--- src/rtl/bcd_counter_n.sv ---
// Multi-digit packed-BCD up/down counter with validated synchronous load,
// registered wrap/load-error pulses and a combinational terminal count.
module bcd_counter_n #(
  parameter int DIGITS = 4
) (
  input  logic                  clk,
  input  logic                  reset,
  input  logic                  en,
  input  logic                  up,
  input  logic                  load,
  input  logic [4*DIGITS-1:0]   load_val,
  output logic [4*DIGITS-1:0]   count,
  output logic                  tc,
  output logic                  carry,
  output logic                  load_err
);

  logic [4*DIGITS-1:0] count_reg, count_next, step_val;
  logic                carry_reg, carry_next;
  logic                load_err_reg, load_err_next;
  logic [DIGITS:0]     below9, below0;
  logic [DIGITS-1:0]   nib_bad;

  // below9[i]/below0[i]: every digit under position i is 9 / 0 (ripple enable)
  assign below9[0] = 1'b1;
  assign below0[0] = 1'b1;

  genvar gi;
  generate
    for (gi = 0; gi < DIGITS; gi++) begin : g_digit
      logic [3:0] digit;
      logic [3:0] inc_val, dec_val;

      assign digit          = count_reg[4*gi +: 4];
      assign below9[gi+1]   = below9[gi] & (digit == 4'd9);
      assign below0[gi+1]   = below0[gi] & (digit == 4'd0);
      assign inc_val        = (digit == 4'd9) ? 4'd0 : digit + 4'd1;
      assign dec_val        = (digit == 4'd0) ? 4'd9 : digit - 4'd1;
      assign step_val[4*gi +: 4] = up ? (below9[gi] ? inc_val : digit)
                                      : (below0[gi] ? dec_val : digit);
      assign nib_bad[gi]    = (load_val[4*gi +: 4] > 4'd9);
    end
  endgenerate

  always_comb begin
    count_next    = count_reg;
    carry_next    = 1'b0;
    load_err_next = 1'b0;
    if (load) begin
      // A rejected load leaves the count untouched so a bad value never lands
      if (|nib_bad)
        load_err_next = 1'b1;
      else
        count_next = load_val;
    end else if (en) begin
      count_next = step_val;
      carry_next = up ? below9[DIGITS] : below0[DIGITS];
    end
  end

  always_ff @(posedge clk or negedge reset) begin
    if (!reset) begin
      count_reg    <= '0;
      carry_reg    <= 1'b0;
      load_err_reg <= 1'b0;
    end else begin
      count_reg    <= count_next;
      carry_reg    <= carry_next;
      load_err_reg <= load_err_next;
    end
  end

  // Terminal count ignores load so cascaded stages see a pure carry chain
  assign tc       = en & (up ? below9[DIGITS] : below0[DIGITS]);
  assign count    = count_reg;
  assign carry    = carry_reg;
  assign load_err = load_err_reg;

endmodule
--- config.mk ---
export PLATFORM = sky130hd
export DESIGN_NAME = bcd_counter_n
export DESIGN_NICKNAME = d
export VERILOG_FILES = /design/src/rtl/bcd_counter_n.sv
export SDC_FILE = /design/constraint.sdc
export NUM_CORES = 1
export LEC_CHECK = 0
export BUFFER_PORTS_ARGS = -buffer_cell sky130_fd_sc_hd__buf_4
export CAP_MARGIN = 20
export CORE_MARGIN = 5
export CORE_UTILIZATION = 54
export DETAILED_ROUTE_END_ITERATION = 16
export GPL_TIMING_DRIVEN = 1
export PLACE_DENSITY = 0.81
export SLEW_MARGIN = 40
export SYNTH_ARGS = -nofsm -noshare
export SYNTH_HDL_FRONTEND = slang
export SYNTH_SLANG_ARGS = --single-unit
--- constraint.sdc ---
create_clock -name clk -period 2.52 [get_ports clk]
set_clock_uncertainty 0.1 [all_clocks]
set_input_delay 0.126 -clock clk [delete_from_list [all_inputs] [get_ports clk]]
set_output_delay 0.126 -clock clk [all_outputs]
set_load 0.1 [all_outputs]
; ---- After elaboration in Yosys (flattened, before gate mapping)
; Cells that the tools add are included.
[classes]
add_sub_neg = 8
n_lt_le_gt_ge = 4
eq_ne = 8
muxes = 26
bitwise_logic = 7
reduce_logical = 13
[op_table]
columns = op, count
row1 = 2-to-1 mux 4 bit, 18
row2 = 2-to-1 mux 16 bit, 3
row3 = "adder 4 x 1 -> 4 bit, second input constant", 4
row4 = "equality test 4 bit, second input constant", 4
row5 = "greater-than comparator 4 bit, second input constant", 4
row6 = zero test 4 bit, 4
row7 = "subtractor 4 x 1 -> 4 bit, second input constant", 4
row8 = AND reduction 4 bit, 3
row9 = "inequality test 3 x 1 -> 1 bit, second input constant", 3
row10 = nonzero test 3 bit, 3
row11 = bitwise AND 1 bit, 7
row12 = 2-to-1 mux 1 bit, 5
row13 = OR reduction 4 bit, 1
row14 = "inequality test 2 bit, second input constant", 1
row15 = AND reduction 2 bit, 1
row16 = nonzero test 2 bit, 1
[word_totals]
reg_bits = 18
output_inout_bits = 19
elab_cells = 72

; ---- Depth between registers and ports, before layout
; Gate-level depths: netlist (run 1).
[depth]
ltp_word = 7
mapped_depth = 7
ltp_nobuf = 5

; ---- Worst setup path after synthesis (run 1)
; OpenSTA, ideal clock, no wires.
[synth_path]
kind = reg2out
start = register count_reg[12], in the netlist count[12]
end = output tc
t_arrival_ns = 3.053
setup_slack_ns = -0.759
stages_incl_launch_ff = 6
path_cell_list = dfrtp_1 clkbuf_1 inv_1 nor4_1 a31oi_1 nor2b_1
[synth_between]
elab_chain_cells = 4
elab_cells_between_ends = 6
[synth_lines]
columns = element, line_no
row1 = "start, declared", 18  ; logic [4*DIGITS-1:0] count_reg, count_next, step_val;
row2 = "start signal, assigned", 67  ; count_reg <= count_next;
row3 = equality test 4 bit / zero test 4 bit (equally long branches), "35, 36"
row4 = "bitwise AND 1 bit, on equally long branches", "35, 36"
row5 = 2-to-1 mux 1 bit (*), 74  ; assign tc = en & (up ? below9[DIGITS] : below0[DIGITS]);
row6 = bitwise AND 1 bit (*), 74
row7 = "end, declared", 13  ; output logic tc,
; Every way passes the cells marked *; elsewhere a longest branch is shown, timed or not.

; ---- Final worst setup path (run 1)
[layout_path]
start = register count_reg[4], in the netlist count[4]
end = output tc
[layout_between]
elab_chain_cells = 6
elab_cells_between_ends = 10
[layout_lines]
columns = element, line_no
row1 = equality test 4 bit / zero test 4 bit (equally long branches), "35, 36"
row2 = "bitwise AND 1 bit, on equally long branches (3 in series)", "35, 36"
row3 = 2-to-1 mux 1 bit (*), 74
row4 = bitwise AND 1 bit (*), 74
; Marked as above.

==> results of run 1 <==
==> path summary, 6_finish.rpt <==
check	from	to	slack, ns	cells after the start
setup / recovery	count[4]$_DFFE_PN0P_	tc	0.23	6
hold / removal	load_val[12]	count[12]$_DFFE_PN0P_	0.008	3
setup reg to reg	count[4]$_DFFE_PN0P_	count[14]$_DFFE_PN0P_	0.58	5
hold reg to reg	count[6]$_DFFE_PN0P_	count[6]$_DFFE_PN0P_	0.55	2
max in group asynchronous	reset	count[0]$_DFFE_PN0P_	1.99	2
min in group asynchronous	reset	count[10]$_DFFE_PN0P_	0.12	2
==> area by class of cell <==
cell class | count | area [um^2] | area share (%)
inverters | 9 | 33.78 | 1.768
repair buffers | 41 | 312.8 | 16.37
flip-flops and latches | 18 | 450.4 | 23.58
well taps | 33 | 41.29 | 2.161
clock buffers | 4 | 36.28 | 1.899
multi-input cells | 152 | 1036 | 54.22
==> power by group through the flow <==
stage	Combinational, mW	Clock [mW]	Sequential [mW]
3_5_place_dp	1.67	0	0.683
5_1_grt	1.76	0.197	0.721
2_1_floorplan	0.738	0	1.32
6_report	1.67	0.181	0.686
4_1_cts	1.67	0.186	0.677
3_3_place_gp	1.65	0	0.683
==> cell usage after synthesis (2+ instances only) <==
library cell / instances / share of area [%]
a21boi_0: 2 / 0.91
a21oi_1: 12 / 3.7
a22oi_1: 2 / 0.91
a31oi_1: 2 / 0.76
and2_1: 2 / 0.76
buf_2: 6 / 1.8
buf_4: 2 / 0.91
buf_6: 4 / 2.7
clkbuf_1: 4 / 0.91
clkbuf_8: 2 / 1.7
dfrtp_1: 18 / 27
inv_1: 8 / 1.8
mux2_1: 3 / 2.1
mux2_4: 3 / 2.7
mux2i_1: 7 / 4.3
nand2_1: 15 / 3.4
nand2b_1: 4 / 1.5
nand3_1: 5 / 1.5
nand4b_1: 2 / 1.1
nor2_1: 19 / 4.3
nor2b_1: 2 / 0.76
nor3_1: 6 / 1.8
nor4_1: 3 / 1.1
o21ai_0: 11 / 3.3
o21ai_1: 4 / 1.2
o22ai_1: 6 / 2.3
o31ai_1: 2 / 0.91
or3_1: 3 / 1.1
xnor2_1: 7 / 3.7
==> per-layer routing <==
| layer | up-vias | GRT usage, % | routed length, um |
|---|---|---|---|
| met3 | 2 | 3.761 | 207 |
| met5 | - | 0 | 0 |
| met4 | 0 | 2.591 | 15 |
| met2 | 40 | 30.97 | 1871 |
| met1 | 722 | 25.88 | 1838 |
| li1 | 769 | - | - |
==> worst reg2reg max path, cell delays in order, from the launching register on <==
cell      delay (ns)
dfrtp_1         0.54
nor3_1          0.38
nand3_2         0.15
nor2_2          0.16
o311ai_4        0.15
mux2_1          0.36
==> cell usage in the layout, fill, tap and decap left out, types with 2 or more instances in the layout <==
| master | instances |
|---|---|
| a21boi_0 | 2 |
| a21oi_1 | 12 |
| a22oi_1 | 2 |
| a31oi_1 | 2 |
| and2_1 | 2 |
| buf_4 | 39 |
| clkbuf_4 | 3 |
| dfrtp_1 | 18 |
| dlygate4sd3_1 | 2 |
| inv_1 | 8 |
| mux2_1 | 3 |
| mux2_4 | 3 |
| mux2i_1 | 7 |
| nand2_1 | 15 |
| nand2b_1 | 4 |
| nand3_1 | 5 |
| nand4b_1 | 2 |
| nor2_1 | 19 |
| nor3_1 | 6 |
| nor4_1 | 3 |
| o21ai_0 | 11 |
| o21ai_1 | 4 |
| o22ai_1 | 6 |
| o31ai_1 | 2 |
| or3_1 | 3 |
| xnor2_1 | 7 |
==> repair_timing <==
item,in CTS,in global routing
resized for setup,0,0
hold buffers,2,0
setup buffers,0,0
hold endpoints to repair,19,0
==> cells by family after synthesis <==
logic type,count (synthesis),share of synthesized area (%)
xor gates and xnor gates,8,4.259
AOI/OAI and AO/OA,56,23.73
muxes,14,9.734
buffers and inverters,27,10.11
DFF,18,27.38
and+or+nand+nor,74,24.79
==> flow_summary.ini, run 1 <==
[run_status]
status = complete, no violations

[cts]
max-clock-path-buffers = 2
clockRootBuffer = clkbuf_4
cts_made_buffers = 3
clk_latency_ns = 0.30
clock_sinks = 18
cts_tree = yes
htree_levels = 1
clkTransAtPathRegs_ns = 0.11

[grt]
grt_overflow_total = 0
grt_usage_pct = 18.74
grt_max_degree = 32
antenna_found_initial = 0
grt_pass1_wl_mm = 6.437
first_global_vias = 1420

[finish]
final_cells = 257
fillerInstances = 269
drive_above_1_share_pct = 27.23
fin_area_um2 = 1911
final_nets = 246
largest_register_ffs = 16
area_growth_pct = 16.12
antennaDiodeCount = 0
utilization_pct = 64.16

[die]
ioPinCount = 40
die_area_um2 = 4251
die_y_um = 65.20
coreArea_um2 = 2978
start_util_pct = 55.25
num_rows = 20
die_w_um = 65.20

[placement]
placedCellCount = 251
io_buffers = 39
finalWeightedCongestion = 0.8041
dpl.hpwl_mm = 2.768
placed_cell_area_um2 = 1854
pre_cts_slack_ns = 0.5564

[detailed_routing]
routedWlPerCell_um = 15.30
firstDrtPassIters = 4
via_per_inst = 5.965
drt_iter0_drc = 88
vias = 1533
drc = 0
drtAntennaViolNets = 0
drt_wl_total_mm = 3.932

[pwr]
pwr-share-seq_pct = 27.0
p_sw_mw = 1.556
power.density_nw_per_um2 = 1328
cellLeakagePower_nw = 0.8250
p_sw_share_pct = 61.32
pwr-share-comb_pct = 65.9
clkPwrFrac_pct = 7.1
peakVddDrop_mv = 0.7991
intPower_mw = 0.9813
total_power_mw = 2.537

[worst_setup_path]
crit_fanout = 15
critPathKind = reg -> out
cp_data_arrival_time_ns = 2.07
critical_path.top_delay_family = simple AND/OR/NAND/NOR gates
start_kind = flop
worst_setup_path_end_kind = output pin
crit_chain = nor3_1 > nand3_2 > nor3_1 > a31oi_1 > nor2b_4 > buf_4
cpMostUsedCell = nor3_1
cp.buffers_inverters = 1
slowest_stage = dfrtp_1
cp.required_ns = 2.29
slowest_delay_ns = 0.54

[synthesis]
synthArstFlopShare_pct = 100.0
ys.flop_type = dfrtp_1
yosysWarnings = 0
synth_cells = 197
synth_edf_count = 0
synth_area_per_cell_um2 = 8.352
synth_seq_cells = 18
yosysUniqueCellTypes = 60
synthesis.nets = 218
seq_area_frac_synth_pct = 27.38
netlist_area_um2 = 1645

[sta]
hold_viol_final = 0
finalSetupViolCount = 0
fmax_ghz = 0.4362
max_slew_margin_pct = 72.27
max_slew.worst_pin.slew_ns = 0.4122
rsz0062_at_grt = false
fin_crit_sh_pct = 90.97
layout_setup_ws_ns = 0.2276
setup_tns_ns = 0
hold-worst-slack_ns = 0.008399
fin_crit_ns = 2.292
drv_slew = 0

[min_path]
hold_path_class = in -> reg

[flow_run]
max_cap_viol_count = 0
Note: power is estimated with default switching activity, not from simulation.
==> run 2, diff against run 1 <==
--- a/config.mk
+++ b/config.mk
@@ -7,7 +7,7 @@
 export LEC_CHECK = 0
 export BUFFER_PORTS_ARGS = -buffer_cell sky130_fd_sc_hd__buf_4
 export CAP_MARGIN = 20
-export CORE_MARGIN = 5
+export CORE_MARGIN = 2
 export CORE_UTILIZATION = 54
 export DETAILED_ROUTE_END_ITERATION = 16
 export GPL_TIMING_DRIVEN = 1
==> flow_summary.ini, run 2 (synthesis gave the netlist of run 1 again) <==
[cts]
cts_made_buffers = 3
clock_sinks = 18
clk_latency_ns = 0.30
post_cts_buffers = 0
clkTransAtPathRegs_ns = 0.11
htree_levels = 1
max-clock-path-buffers = 2
clockRootBuffer = clkbuf_4
cts_tree = yes

[sta]
fin_crit_sh_pct = 94.16
hold-worst-slack_ns = 0.008621
setup_tns_ns = 0
fin_crit_ns = 2.373
max_slew.worst_pin.slew_ns = 0.4117
finalSetupViolCount = 0
rsz0062_at_grt = false
hold_viol_final = 0
max_slew_margin_pct = 72.55
fmax_ghz = 0.4214
drv_slew = 0

[worst_setup_path]
crit_chain = nor3_1 > nand3_2 > nor3_1 > a31oi_1 > nor2b_4 > buf_4
cp_data_arrival_time_ns = 2.15
start_kind = flop
slowest_stage = dfrtp_1
critical_path.top_delay_family = simple AND/OR/NAND/NOR gates
slowest_delay_ns = 0.54
worst_setup_path_end_kind = output pin
cpMostUsedCell = nor3_1
cp.required_ns = 2.29
cp.buffers_inverters = 1
crit_fanout = 15
critPathKind = reg -> out

[pwr]
intPower_mw = 0.9833
p_sw_share_pct = 61.06
peakVddDrop_mv = 0.7994
power.density_nw_per_um2 = 1308
clkPwrFrac_pct = 7.3
p_sw_mw = 1.542
pwr-share-comb_pct = 66.0
cellLeakagePower_nw = 0.8333
pwr-share-seq_pct = 26.7

[die]
ioPinCount = 40
start_util_pct = 55.25
die_y_um = 59.20
die_area_um2 = 3505
die_w_um = 59.20
num_rows = 20
coreArea_um2 = 2978

[finish]
drive_above_1_share_pct = 26.99
area_growth_pct = 17.34
final_common_cell = buf_4
fillerInstances = 253
mostFrequentLayoutCells = 39 x buf_4, 19 x nor2_1, 18 x dfrtp_1
antennaDiodeCount = 0
largest_register_ffs = 16
final_nets = 248

[grt]
grt_usage_pct = 22.72
grt_max_degree = 32
antenna_found_initial = 0
grt_pass1_wl_mm = 6.134
grt_overflow_total = 0
first_global_vias = 1366

[detailed_routing]
firstDrtPassIters = 4
routedWlPerCell_um = 14.00
drtAntennaViolNets = 0
drt_iter0_drc = 70
via_per_inst = 5.846
drt_wl_total_mm = 3.626
drc = 0
vias = 1514

[placement]
io_buffers = 39
dpl.hpwl_mm = 2.558
finalWeightedCongestion = 0.8765

[min_path]
hold_path_class = in -> reg

[flow_run]
max_cap_viol_count = 0

[run_status]
status = complete, no violations
-- run 2: power by group through the flow --
stage | clock network (mW) | logic (mW) | registers, mW
floorplan | 0 | 0.738 | 1.32
global placement | 0 | 1.65 | 0.677
detailed placement | 0 | 1.66 | 0.678
CTS | 0.190 | 1.67 | 0.671
global route | 0.201 | 1.76 | 0.711
finish | 0.185 | 1.67 | 0.674
-- run 2: path summary, 6_finish.rpt --
| kind | startpoint | end | slack, ns | depth (start not counted) |
|---|---|---|---|---|
| setup / recovery | count[4]$_DFFE_PN0P_ | tc | 0.15 | 6 |
| hold / removal | load_val[3] | count[3]$_DFFE_PN0P_ | 0.009 | 3 |
| setup reg to reg | count[4]$_DFFE_PN0P_ | count[13]$_DFFE_PN0P_ | 0.55 | 5 |
| hold reg to reg | count[6]$_DFFE_PN0P_ | count[6]$_DFFE_PN0P_ | 0.57 | 2 |
| max in group asynchronous | reset | count[0]$_DFFE_PN0P_ | 1.98 | 2 |
| min in group asynchronous | reset | count[14]$_DFFE_PN0P_ | 0.13 | 2 |
-- run 2: routing by layer --
metal | wire length, um | GRT usage [%]
met3 | 181 | 4.803
met4 | 16 | 4.870
met2 | 1647 | 37.21
met1 | 1782 | 30.82
met5 | 0 | 0
-- run 2: worst min-delay path: stages --
cell,delay (ns)
buf_4,0.09
nor2_1,0.03
o22ai_1,0.12
-- run 2: cell type report --
type | count | area [um^2] | share of cell area, %
clock buffer | 4 | 36.28 | 1.879
multi-input combinational | 152 | 1036 | 53.66
timing repair buffer | 43 | 332.8 | 17.24
tap | 33 | 41.29 | 2.139
sequential | 18 | 450.4 | 23.33
inverter | 9 | 33.78 | 1.750
-- run 2: timing repair --
item | in CTS | in global routing
endpoints found under the hold margin | 21 | 0
setup endpoints to repair | 0 | 0
resized for setup | 0 | 0
hold buffers | 4 | 0
-- run 2: metrics by stage --
step / utilization, % / total power [mW] / instances / setup WS [ns] / area, um^2
floorplan: - / 2.058 / 197 / 0.02832 / 1653
global placement: 62.27 / 2.322 / 251 / 0.5980 / 1854
detailed placement: 62.27 / 2.339 / 251 / 0.5359 / 1854
CTS: 64.83 / 2.531 / 259 / 0.1931 / 1931
global route: 64.83 / 2.673 / 259 / 0.05310 / 1931
finish: 64.83 / 2.525 / 259 / 0.1472 / 1931
